$ cat config.mk
export PLATFORM = sky130hd
export DESIGN_NAME = xc_malu_step_ctrl_flat
export DESIGN_NICKNAME = d
export VERILOG_FILES = /design/src/rtl/xc_malu_step_ctrl_if.sv /design/src/rtl/xc_malu_step_ctrl.sv /design/src/flat_wrapper.sv
export SDC_FILE = /design/constraint.sdc
export NUM_CORES = 1
export LEC_CHECK = 0
export CAP_MARGIN = 30
export CORE_AREA = 2 2 245 247
export DETAILED_ROUTE_END_ITERATION = 7
export DIE_AREA = 0 0 247 249
export PLACE_DENSITY = 0.59
export SYNTH_ARGS = -nofsm -noshare
export SYNTH_HDL_FRONTEND = slang
export SYNTH_SLANG_ARGS = --single-unit
$ cat constraint.sdc
create_clock -name clock -period 3.25 [get_ports clock]
set_input_delay 0.65 -clock clock [delete_from_list [all_inputs] [get_ports clock]]
set_output_delay 0.65 -clock clock [all_outputs]
set_load 0.01 [all_outputs]
$ cat src/rtl/xc_malu_step_ctrl_if.sv
// Core request/response and MALU datapath step bundle for xc_malu_step_ctrl.
// slave = the controller's view; master = the core plus datapath side.
interface xc_malu_step_ctrl_if;
    // Core request channel
    logic        req_valid;
    logic        req_ready;
    logic [31:0] req_rs1;
    logic [31:0] req_rs2;
    logic [31:0] req_rs3;
    logic [9:0]  req_op;
    logic [4:0]  req_pw;
    logic        flush;

    // Core response channel
    logic        rsp_valid;
    logic        rsp_ready;
    logic [63:0] rsp_result;
    logic        rsp_err;

    // Datapath step interface
    logic        dp_valid;
    logic        dp_flush;
    logic [31:0] dp_rs1;
    logic [31:0] dp_rs2;
    logic [31:0] dp_rs3;
    logic [9:0]  dp_op;
    logic [4:0]  dp_pw;
    logic [5:0]  dp_count;
    logic [63:0] dp_acc;
    logic [31:0] dp_arg_0;
    logic [31:0] dp_arg_1;
    logic [63:0] dp_n_acc;
    logic [31:0] dp_n_arg_0;
    logic [31:0] dp_n_arg_1;
    logic [63:0] dp_result;
    logic        dp_ready;

    modport slave (
        input  req_valid, req_rs1, req_rs2, req_rs3, req_op, req_pw, flush,
        output req_ready,
        input  rsp_ready,
        output rsp_valid, rsp_result, rsp_err,
        output dp_valid, dp_flush, dp_rs1, dp_rs2, dp_rs3, dp_op, dp_pw,
        output dp_count, dp_acc, dp_arg_0, dp_arg_1,
        input  dp_n_acc, dp_n_arg_0, dp_n_arg_1, dp_result, dp_ready
    );

    modport master (
        output req_valid, req_rs1, req_rs2, req_rs3, req_op, req_pw, flush,
        input  req_ready,
        output rsp_ready,
        input  rsp_valid, rsp_result, rsp_err,
        input  dp_valid, dp_flush, dp_rs1, dp_rs2, dp_rs3, dp_op, dp_pw,
        input  dp_count, dp_acc, dp_arg_0, dp_arg_1,
        output dp_n_acc, dp_n_arg_0, dp_n_arg_1, dp_result, dp_ready
    );
endinterface

$ cat src/rtl/xc_malu_step_ctrl.sv
// IDLE/RUN/DONE sequencer owning the MALU operand and iteration registers.
// One RUN cycle per datapath step; the result is held in DONE until rsp_ready.
module xc_malu_step_ctrl #(
    parameter int unsigned MAX_COUNT = 63
) (
    input  logic                 clock,
    input  logic                 resetn,
    xc_malu_step_ctrl_if.slave   bus
);

    typedef enum logic [1:0] {IDLE, RUN, DONE} state_t;

    localparam logic [5:0] COUNT_LIMIT = 6'(MAX_COUNT);

    state_t      state;
    logic [31:0] rs1_q;
    logic [31:0] rs2_q;
    logic [31:0] rs3_q;
    logic [9:0]  op_q;
    logic [4:0]  pw_q;
    logic [5:0]  count_q;
    logic [63:0] acc_q;
    logic [31:0] arg_0_q;
    logic [31:0] arg_1_q;
    logic [63:0] result_q;
    logic        err_q;
    logic        req_ready_q;
    logic        rsp_valid_q;
    logic        dp_valid_q;
    logic        dp_flush_q;
    logic        op_legal;

    function automatic logic one_hot_10(input logic [9:0] v);
        return (v != 10'd0) && ((v & (v - 10'd1)) == 10'd0);
    endfunction

    function automatic logic one_hot_5(input logic [4:0] v);
        return (v != 5'd0) && ((v & (v - 5'd1)) == 5'd0);
    endfunction

    // Packed-width flags only matter for pmul (bit 8) and pclmul (bit 9).
    assign op_legal = one_hot_10(bus.req_op) &&
                      (!(bus.req_op[8] || bus.req_op[9]) || one_hot_5(bus.req_pw));

    always_ff @(posedge clock or negedge resetn) begin
        if (!resetn) begin
            state       <= IDLE;
            rs1_q       <= '0;
            rs2_q       <= '0;
            rs3_q       <= '0;
            op_q        <= '0;
            pw_q        <= '0;
            count_q     <= '0;
            acc_q       <= '0;
            arg_0_q     <= '0;
            arg_1_q     <= '0;
            result_q    <= '0;
            err_q       <= 1'b0;
            req_ready_q <= 1'b1;
            rsp_valid_q <= 1'b0;
            dp_valid_q  <= 1'b0;
            dp_flush_q  <= 1'b0;
        end else begin
            dp_flush_q <= bus.flush;
            if (bus.flush) begin
                state       <= IDLE;
                rs1_q       <= '0;
                rs2_q       <= '0;
                rs3_q       <= '0;
                op_q        <= '0;
                pw_q        <= '0;
                count_q     <= '0;
                acc_q       <= '0;
                arg_0_q     <= '0;
                arg_1_q     <= '0;
                result_q    <= '0;
                err_q       <= 1'b0;
                req_ready_q <= 1'b1;
                rsp_valid_q <= 1'b0;
                dp_valid_q  <= 1'b0;
            end else begin
                case (state)
                    IDLE: begin
                        if (bus.req_valid) begin
                            rs1_q       <= bus.req_rs1;
                            rs2_q       <= bus.req_rs2;
                            rs3_q       <= bus.req_rs3;
                            op_q        <= bus.req_op;
                            pw_q        <= bus.req_pw;
                            count_q     <= '0;
                            acc_q       <= '0;
                            arg_0_q     <= bus.req_rs1;
                            arg_1_q     <= '0;
                            req_ready_q <= 1'b0;
                            if (op_legal) begin
                                state      <= RUN;
                                dp_valid_q <= 1'b1;
                            end else begin
                                state       <= DONE;
                                result_q    <= '0;
                                err_q       <= 1'b1;
                                rsp_valid_q <= 1'b1;
                            end
                        end
                    end
                    RUN: begin
                        if (bus.dp_ready) begin
                            state       <= DONE;
                            result_q    <= bus.dp_result;
                            err_q       <= 1'b0;
                            dp_valid_q  <= 1'b0;
                            rsp_valid_q <= 1'b1;
                        end else if (count_q == COUNT_LIMIT) begin
                            state       <= DONE;
                            result_q    <= '0;
                            err_q       <= 1'b1;
                            dp_valid_q  <= 1'b0;
                            rsp_valid_q <= 1'b1;
                        end else begin
                            count_q <= count_q + 6'd1;
                            acc_q   <= bus.dp_n_acc;
                            arg_0_q <= bus.dp_n_arg_0;
                            arg_1_q <= bus.dp_n_arg_1;
                        end
                    end
                    DONE: begin
                        // req_ready only rises after the handshake edge, so no
                        // request can be taken in the handshake cycle itself.
                        if (bus.rsp_ready) begin
                            state       <= IDLE;
                            rsp_valid_q <= 1'b0;
                            req_ready_q <= 1'b1;
                        end
                    end
                    default: begin
                        state       <= IDLE;
                        req_ready_q <= 1'b1;
                        rsp_valid_q <= 1'b0;
                        dp_valid_q  <= 1'b0;
                    end
                endcase
            end
        end
    end

    assign bus.req_ready  = req_ready_q;
    assign bus.rsp_valid  = rsp_valid_q;
    assign bus.rsp_result = result_q;
    assign bus.rsp_err    = err_q;

    assign bus.dp_valid   = dp_valid_q;
    assign bus.dp_flush   = dp_flush_q;
    assign bus.dp_rs1     = rs1_q;
    assign bus.dp_rs2     = rs2_q;
    assign bus.dp_rs3     = rs3_q;
    assign bus.dp_op      = dp_valid_q ? op_q : 10'd0;
    assign bus.dp_pw      = pw_q;
    assign bus.dp_count   = count_q;
    assign bus.dp_acc     = acc_q;
    assign bus.dp_arg_0   = arg_0_q;
    assign bus.dp_arg_1   = arg_1_q;

endmodule

$ cat src/flat_wrapper.sv
// flat-port wrapper written by rule: the top's interface ports become plain ports
module xc_malu_step_ctrl_flat 
#(
    parameter int unsigned MAX_COUNT = 63
)
  (clock, resetn, bus_req_valid, bus_req_rs1, bus_req_rs2, bus_req_rs3, bus_req_op, bus_req_pw, bus_flush, bus_req_ready, bus_rsp_ready, bus_rsp_valid, bus_rsp_result, bus_rsp_err, bus_dp_valid, bus_dp_flush, bus_dp_rs1, bus_dp_rs2, bus_dp_rs3, bus_dp_op, bus_dp_pw, bus_dp_count, bus_dp_acc, bus_dp_arg_0, bus_dp_arg_1, bus_dp_n_acc, bus_dp_n_arg_0, bus_dp_n_arg_1, bus_dp_result, bus_dp_ready);
  xc_malu_step_ctrl_if bus_i ();
  input  logic clock;
  input  logic resetn;
  input wire logic [$bits(bus_i.req_valid)-1:0] bus_req_valid;
  input wire logic [$bits(bus_i.req_rs1)-1:0] bus_req_rs1;
  input wire logic [$bits(bus_i.req_rs2)-1:0] bus_req_rs2;
  input wire logic [$bits(bus_i.req_rs3)-1:0] bus_req_rs3;
  input wire logic [$bits(bus_i.req_op)-1:0] bus_req_op;
  input wire logic [$bits(bus_i.req_pw)-1:0] bus_req_pw;
  input wire logic [$bits(bus_i.flush)-1:0] bus_flush;
  output wire logic [$bits(bus_i.req_ready)-1:0] bus_req_ready;
  input wire logic [$bits(bus_i.rsp_ready)-1:0] bus_rsp_ready;
  output wire logic [$bits(bus_i.rsp_valid)-1:0] bus_rsp_valid;
  output wire logic [$bits(bus_i.rsp_result)-1:0] bus_rsp_result;
  output wire logic [$bits(bus_i.rsp_err)-1:0] bus_rsp_err;
  output wire logic [$bits(bus_i.dp_valid)-1:0] bus_dp_valid;
  output wire logic [$bits(bus_i.dp_flush)-1:0] bus_dp_flush;
  output wire logic [$bits(bus_i.dp_rs1)-1:0] bus_dp_rs1;
  output wire logic [$bits(bus_i.dp_rs2)-1:0] bus_dp_rs2;
  output wire logic [$bits(bus_i.dp_rs3)-1:0] bus_dp_rs3;
  output wire logic [$bits(bus_i.dp_op)-1:0] bus_dp_op;
  output wire logic [$bits(bus_i.dp_pw)-1:0] bus_dp_pw;
  output wire logic [$bits(bus_i.dp_count)-1:0] bus_dp_count;
  output wire logic [$bits(bus_i.dp_acc)-1:0] bus_dp_acc;
  output wire logic [$bits(bus_i.dp_arg_0)-1:0] bus_dp_arg_0;
  output wire logic [$bits(bus_i.dp_arg_1)-1:0] bus_dp_arg_1;
  input wire logic [$bits(bus_i.dp_n_acc)-1:0] bus_dp_n_acc;
  input wire logic [$bits(bus_i.dp_n_arg_0)-1:0] bus_dp_n_arg_0;
  input wire logic [$bits(bus_i.dp_n_arg_1)-1:0] bus_dp_n_arg_1;
  input wire logic [$bits(bus_i.dp_result)-1:0] bus_dp_result;
  input wire logic [$bits(bus_i.dp_ready)-1:0] bus_dp_ready;
  assign bus_i.req_valid = bus_req_valid;
  assign bus_i.req_rs1 = bus_req_rs1;
  assign bus_i.req_rs2 = bus_req_rs2;
  assign bus_i.req_rs3 = bus_req_rs3;
  assign bus_i.req_op = bus_req_op;
  assign bus_i.req_pw = bus_req_pw;
  assign bus_i.flush = bus_flush;
  assign bus_req_ready = bus_i.req_ready;
  assign bus_i.rsp_ready = bus_rsp_ready;
  assign bus_rsp_valid = bus_i.rsp_valid;
  assign bus_rsp_result = bus_i.rsp_result;
  assign bus_rsp_err = bus_i.rsp_err;
  assign bus_dp_valid = bus_i.dp_valid;
  assign bus_dp_flush = bus_i.dp_flush;
  assign bus_dp_rs1 = bus_i.dp_rs1;
  assign bus_dp_rs2 = bus_i.dp_rs2;
  assign bus_dp_rs3 = bus_i.dp_rs3;
  assign bus_dp_op = bus_i.dp_op;
  assign bus_dp_pw = bus_i.dp_pw;
  assign bus_dp_count = bus_i.dp_count;
  assign bus_dp_acc = bus_i.dp_acc;
  assign bus_dp_arg_0 = bus_i.dp_arg_0;
  assign bus_dp_arg_1 = bus_i.dp_arg_1;
  assign bus_i.dp_n_acc = bus_dp_n_acc;
  assign bus_i.dp_n_arg_0 = bus_dp_n_arg_0;
  assign bus_i.dp_n_arg_1 = bus_dp_n_arg_1;
  assign bus_i.dp_result = bus_dp_result;
  assign bus_i.dp_ready = bus_dp_ready;
  xc_malu_step_ctrl #(.MAX_COUNT(MAX_COUNT)) u_core (.clock(clock), .resetn(resetn), .bus(bus_i));
endmodule
### After elaboration in Yosys (flattened, before gate mapping)

Index checks and enable logic that the tools add are counted.

| word-level totals | value |
|---|---|
| flip-flop bits (word level) | 316 |
| bits of input ports | 309 |
| output and inout port bits | 314 |
| word-level logic and storage cells | 122 |

| cells by class | value |
|---|---|
| add/sub/neg operators | 3 |
| equal/unequal tests | 12 |
| muxes and demuxes | 68 |
| bitwise operators | 2 |
| reductions and logical operators | 21 |

Operators by type and width:

| kind | count |
|---|---|
| $mux 64 | 9 |
| $mux 32 | 16 |
| $pmux 64 s2 | 2 |
| $pmux 32 s2 | 2 |
| $mux 10 | 4 |
| $mux 6 | 4 |
| $mux 1 | 16 |
| $reduce_and 4->1 | 4 |
| $mux 5 | 3 |
| $ne 3x3->1 const B | 5 |
| $mux 2 | 6 |
| $pmux 6 s2 | 1 |
| $and 10x10->10 | 1 |
| $logic_not 10->1 | 1 |
| $reduce_bool 10->1 | 1 |
| $sub 10x1->10 const B | 1 |
| $pmux 1 s3 | 3 |
| $add 6x1->6 const B | 1 |
| $eq 6x6->1 const B | 1 |
| $pmux 2 s3 | 1 |
| $reduce_and 3->1 | 2 |
| $and 5x5->5 | 1 |
| $logic_not 5->1 | 1 |
| $reduce_bool 5->1 | 1 |
| other kinds (14) | 19 |

### Longest topological paths before layout

| logic depth | value |
|---|---|
| word-level depth | 10 |
| mapped depth | 8 |
| mapped depth without buffers | 6 |

### Worst setup path before layout

No wires, ideal clock.

| timing path | value |
|---|---|
| path type | input-to-reg |
| start point | input bus_req_op[2] |
| end point | register u_core.result_q[0] (netlist: u_core.bus.rsp_result[0]) |
| library setup time | 64 ps |
| data arrival time | 2294 ps |
| required time | 3186 ps |
| path slack | 892 ps |
| stages on the path | 6 |
| path buffers | 1 |
| cell sequence | nor4_4 -> nand3b_2 -> a2111o_1 -> a221oi_4 -> buf_6 -> a22o_2 |

| on the way | value |
|---|---|
| word-level cells in the longest chain between the ends | 7 |
| elaborated cells on any way between the ends | 8 |
| classes of those cells | add/sub (1); eq/ne (1); bitwise (1); reduce/logical (5) |

Ends and longest elaborated chain:

| what | RTL line | source |
|---|---|---|
| start: declaration | flat_wrapper.sv:14 | `input wire logic [$bits(bus_i.req_op)-1:0] bus_req_op;` |
| $sub 10x1->10 | xc_malu_step_ctrl.sv:34 | `return (v != 10'd0) && ((v & (v - 10'd1)) == 10'd0);` |
| $and 10x10->10 | xc_malu_step_ctrl.sv:34 |  |
| $logic_not 10->1 | xc_malu_step_ctrl.sv:34 |  |
| $logic_and 1x1->1 (*) | xc_malu_step_ctrl.sv:34 |  |
| $logic_and 1x1->1 (*) | xc_malu_step_ctrl.sv:42 | `assign op_legal = one_hot_10(bus.req_op) &&` |
| $ne 3x3->1 (no source line) (*) | -- |  |
| $reduce_and 4->1 (no source line) (*) | -- |  |
| end signal: assignment | xc_malu_step_ctrl.sv:109 | `result_q <= bus.dp_result;` |
| end: declaration | xc_malu_step_ctrl.sv:25 | `logic [63:0] result_q;` |

Every way passes the cells marked *; elsewhere a longest branch is shown, timed or not.
A chain may end at the register's enable or synchronous reset.

### Final worst setup path

| timing path | value |
|---|---|
| start point | register u_core.dp_valid_q (netlist: u_core.bus.dp_valid) |
| end point | output bus_dp_op[9] |

| on the way | value |
|---|---|
| word-level cells in the longest chain between the ends | 1 |

Ends and longest elaborated chain:

| what | RTL line | source |
|---|---|---|
| start: declaration | xc_malu_step_ctrl.sv:29 | `logic dp_valid_q;` |
| start signal: assignment | xc_malu_step_ctrl.sv:61 | `dp_valid_q <= 1'b0;` |
| start signal: assignment | xc_malu_step_ctrl.sv:80 | `dp_valid_q <= 1'b0;` |
| start signal: assignment | xc_malu_step_ctrl.sv:97 | `dp_valid_q <= 1'b1;` |
| $mux 10 | xc_malu_step_ctrl.sv:156 | `assign bus.dp_op = dp_valid_q ? op_q : 10'd0;` |
| end: declaration | flat_wrapper.sv:27 | `output wire logic [$bits(bus_i.dp_op)-1:0] bus_dp_op;` |

No other way between the ends.

==> results.md <==
* Final setup fails at 0
* F_max at between 300 and 400 MHz
* Post-DRT Antenna Nets at 0
* Met3 WL post-DR at ~4600 um
* Global-route wire length before repair at approximately 73000 um
* Max incr delay on CP at 0.68 ns
* Critical path class: register to output pin
* Fin. max-slew vios at 0
* Fraction of layout cells with a size suffix above 1 at 9.34%
* # IOs at 623
* CTS tree: done
* Post-synth top cells: dfrtp_1 (315), nand2_1 (261), a21oi_1 (118)
* CP top delay family: buffers and inverters
* Wire per inst at 19.1 um
* Status: finished clean
* Leakage at 8.84 nW
* Final Hold Viols at 0
* Slew headroom at a little over two fifths
* Clock Path Buffers at 3
* Total track usage at between 15 and 20%
* Final instance area at approximately 0.021 sq mm
* Synthesized flop and latch total at 316
* CP Launch Type: register
* Wire length on met1 at roughly 20000 um
* Grt ovf at 0
* Iter 0 DRT Violations at between 400 and 500
* Cell variety after synth at 47
* Clk Latency, worst-skew pair at 0.54 ns
* Post-Synthesis Cells at 1162
* Slew @ Worst Pin at around 0.86 ns
* Num rows at slightly below 90
* Final #Nets at around 2100
* Die area at roughly 0.06 sq mm
* Crit path DAT at just over 2 ns
* Post-CTS setup buffers at 0
* Total power at a little under 10 mW
* Root buffer cell: clkbuf_16
* Hold WC Path Type: input pin to asynchronous set/reset pin
* Post-Syn Area at 0.0127 sq mm
* GPL Wtd Cong at roughly 0.83
* Vias in the first global route at approximately 12000
* Core Area at 0.0587 sq mm
* Final TNS setup at 0 ns
* Antenna violations before repair at 1
* Async SR Flop Fraction at 100%
* CTS sink cnt at 316
* H-tree levels at 2
* Final WS setup at roughly 0.58 ns
* Area contributors post-synth: dfrtp_1 (62%), nand2_1 (7.7%), a22o_1 (5.2%)
* Post_cts resized at 0
* Reg area at 0.00791 sq mm
* Syn Area/Cell at approximately 11 sq um
* Cts bufs inserted at 38
* Logic pwr share at a little over an eighth
* Top cell type's share of synthesized area at just over 60%
* Detailed-route via count at around 11000
* WP buf/inv at 1
* Register area share after synthesis at between 60 and 70%
* Net Count, Synth at roughly 1500
* Cell Pwr Density at roughly 460 mW/mm^2
* Starting Density at a little over a fifth
* Die Span Y at 249 um
* Tcrit/Tclk final at roughly 82%
* Die Width at 247 um
* Area grow syn2layout at 67.2%
* MaxCap Viol Count at 0
* Net switching power at about 2.4 mW
* Vias per cell at roughly 4.4
* Dpl hpwl at ~35000 um
* Highest metal used: met4
* Sw Share at 24.3%
* EDFF count, synth at 0
* Pin count of the biggest net entering global routing at 100
* Post-DP Area at 0.0200 sq mm
* Clk slew on worst S/H paths at ~0.050 ns
* Tmin final at roughly 2.7 ns
* Total wire length at approximately 50000 um
* Worst VDD drop at ~410 uV
* Main synth FF type: dfrtp_1
* Most frequent cell after synthesis: dfrtp_1
* DRC viols at 0
* Clock Skew at 0.0144 ns
* Unrepaired setup endpoints after global routing: false
* Slowest stage cell, crit path: clkdlybuf4s50_1
* Cts hold-fix bufs at 0
* CP Cell Sequence: and2_1 > clkdlybuf4s50_1
* Syn. warnings at 0
* WP data required at 2.60 ns
* Core Util, Final at roughly 36%
* Met2 routed WL at about 23000 um
* CP Capture Type: output pin
* Area occupied by multi-input gates at 0.00446 sq mm
* Yosys top cell by area: dfrtp_1
* Sequential share of power at roughly two fifths
* Internal at between 7 and 8 mW
* Clock group share of total power at between 40% and 50%
* Pre-CTS setup slack at 0.199 ns
* Port bufs at roughly 620
* Pre-antenna DRT Iters at 5
* CP Max Fanout at 12
* Filler cells at a little under 6000
final timing paths:
check	from	to	slack, ns	depth (start not counted)
worst max-delay path	u_core.bus.dp_valid	bus_dp_op[9]	0.58	2
worst min-delay path	resetn	u_core.bus.rsp_result[2]	0.19	1
worst max register to register	u_core.bus.dp_count[0]	u_core.bus.rsp_result[56]	0.85	8
worst min register to register	u_core.bus.rsp_result[8]	u_core.bus.rsp_result[8]	0.50	1
max in group asynchronous	resetn	u_core.bus.dp_rs2[4]	2.18	2
min in group clock	u_core.bus.rsp_result[8]	u_core.bus.rsp_result[8]	0.50	1
stage by stage:
step | std cells | hold WS [ns]
finish | 2562 | 0.187
global route | 2562 | 0.211
CTS | 2561 | 0.182
detailed placement | 2495 | 0.482
global placement | 2495 | 0.482
floorplan | 1162 | 0.354
logic make-up after synthesis:
kind of cell	Yosys count	share of synthesized area, %
AO/OA/AOI/OAI	338	18.9
buffers and inverters	98	3.27
AND/OR/NAND/NOR	373	12.8
multiplexers	34	2.68
flip-flops	316	62.1
XOR/XNOR	2	0.138
adder cells (fa/ha/maj)	1	0.0982
per-layer routing:
metal | up-vias | global-route usage, %
li1 | 5277 | -
met1 | 5514 | 18.6
met2 | 449 | 25.3
met3 | 60 | 5.54
met4 | 0 | 4.51
met5 | - | 0
power by group through the flow:
stage | combinational (mW) | clock [mW] | sequential (mW)
after global placement | 1.31 | 0 | 4.19
after floorplan | 0.352 | 0 | 4.24
after global routing | 1.40 | 4.79 | 4.14
after CTS | 1.32 | 4.62 | 4.13
after detailed placement | 1.31 | 0 | 4.20
final | 1.29 | 4.46 | 4.13
placed cells by master (no fill, tap or decap), types with 6 or more instances in the layout:
cell / n
nand3b_1: 34
a211oi_1: 33
nor2_1: 40
o21ai_0: 39
clkbuf_8: 6
a22o_1: 75
a22o_2: 55
clkdlybuf4s50_1: 620
buf_12: 13
clkbuf_16: 41
clkinv_2: 6
buf_4: 22
and2_1: 10
a21oi_1: 117
mux2i_1: 33
clkbuf_1: 6
nand2_1: 261
dfrtp_1: 315
registers in the layout (all words and copies together), names as in the netlist, 2 cells and up:
name	cells
u_core.op_q	10
u_core.bus.dp_arg_1	32
u_core.bus.dp_arg_0	32
u_core.bus.rsp_result	64
u_core.bus.dp_acc	64
u_core.bus.dp_count	6
u_core.bus.dp_rs1	32
u_core.bus.dp_rs3	32
u_core.bus.dp_rs2	32
u_core.state	2
u_core.bus.dp_pw	5
worst reg2reg max path, cell delays in order (launching register included):
cell	delay (ns)
dfrtp_1	0.40
ha_1	0.23
nand3_1	0.14
o21ai_0	0.20
buf_4	0.21
nor3b_1	0.44
a221oi_4	0.13
buf_12	0.21
a22o_2	0.31
final cells by class:
| class | instances | share of cell area, % |
|---|---|---|
| flip-flops and latches | 316 | 37.1 |
| clock buffers | 53 | 5.31 |
| repair buffers | 657 | 31.3 |
| clock inverters | 13 | 0.828 |
| diodes | 1 | 0.0117 |
| inverters | 1 | 0.0176 |
| well taps | 773 | 4.54 |
| multi-input cells | 748 | 20.9 |
Note: power is estimated with default switching activity, not from simulation.
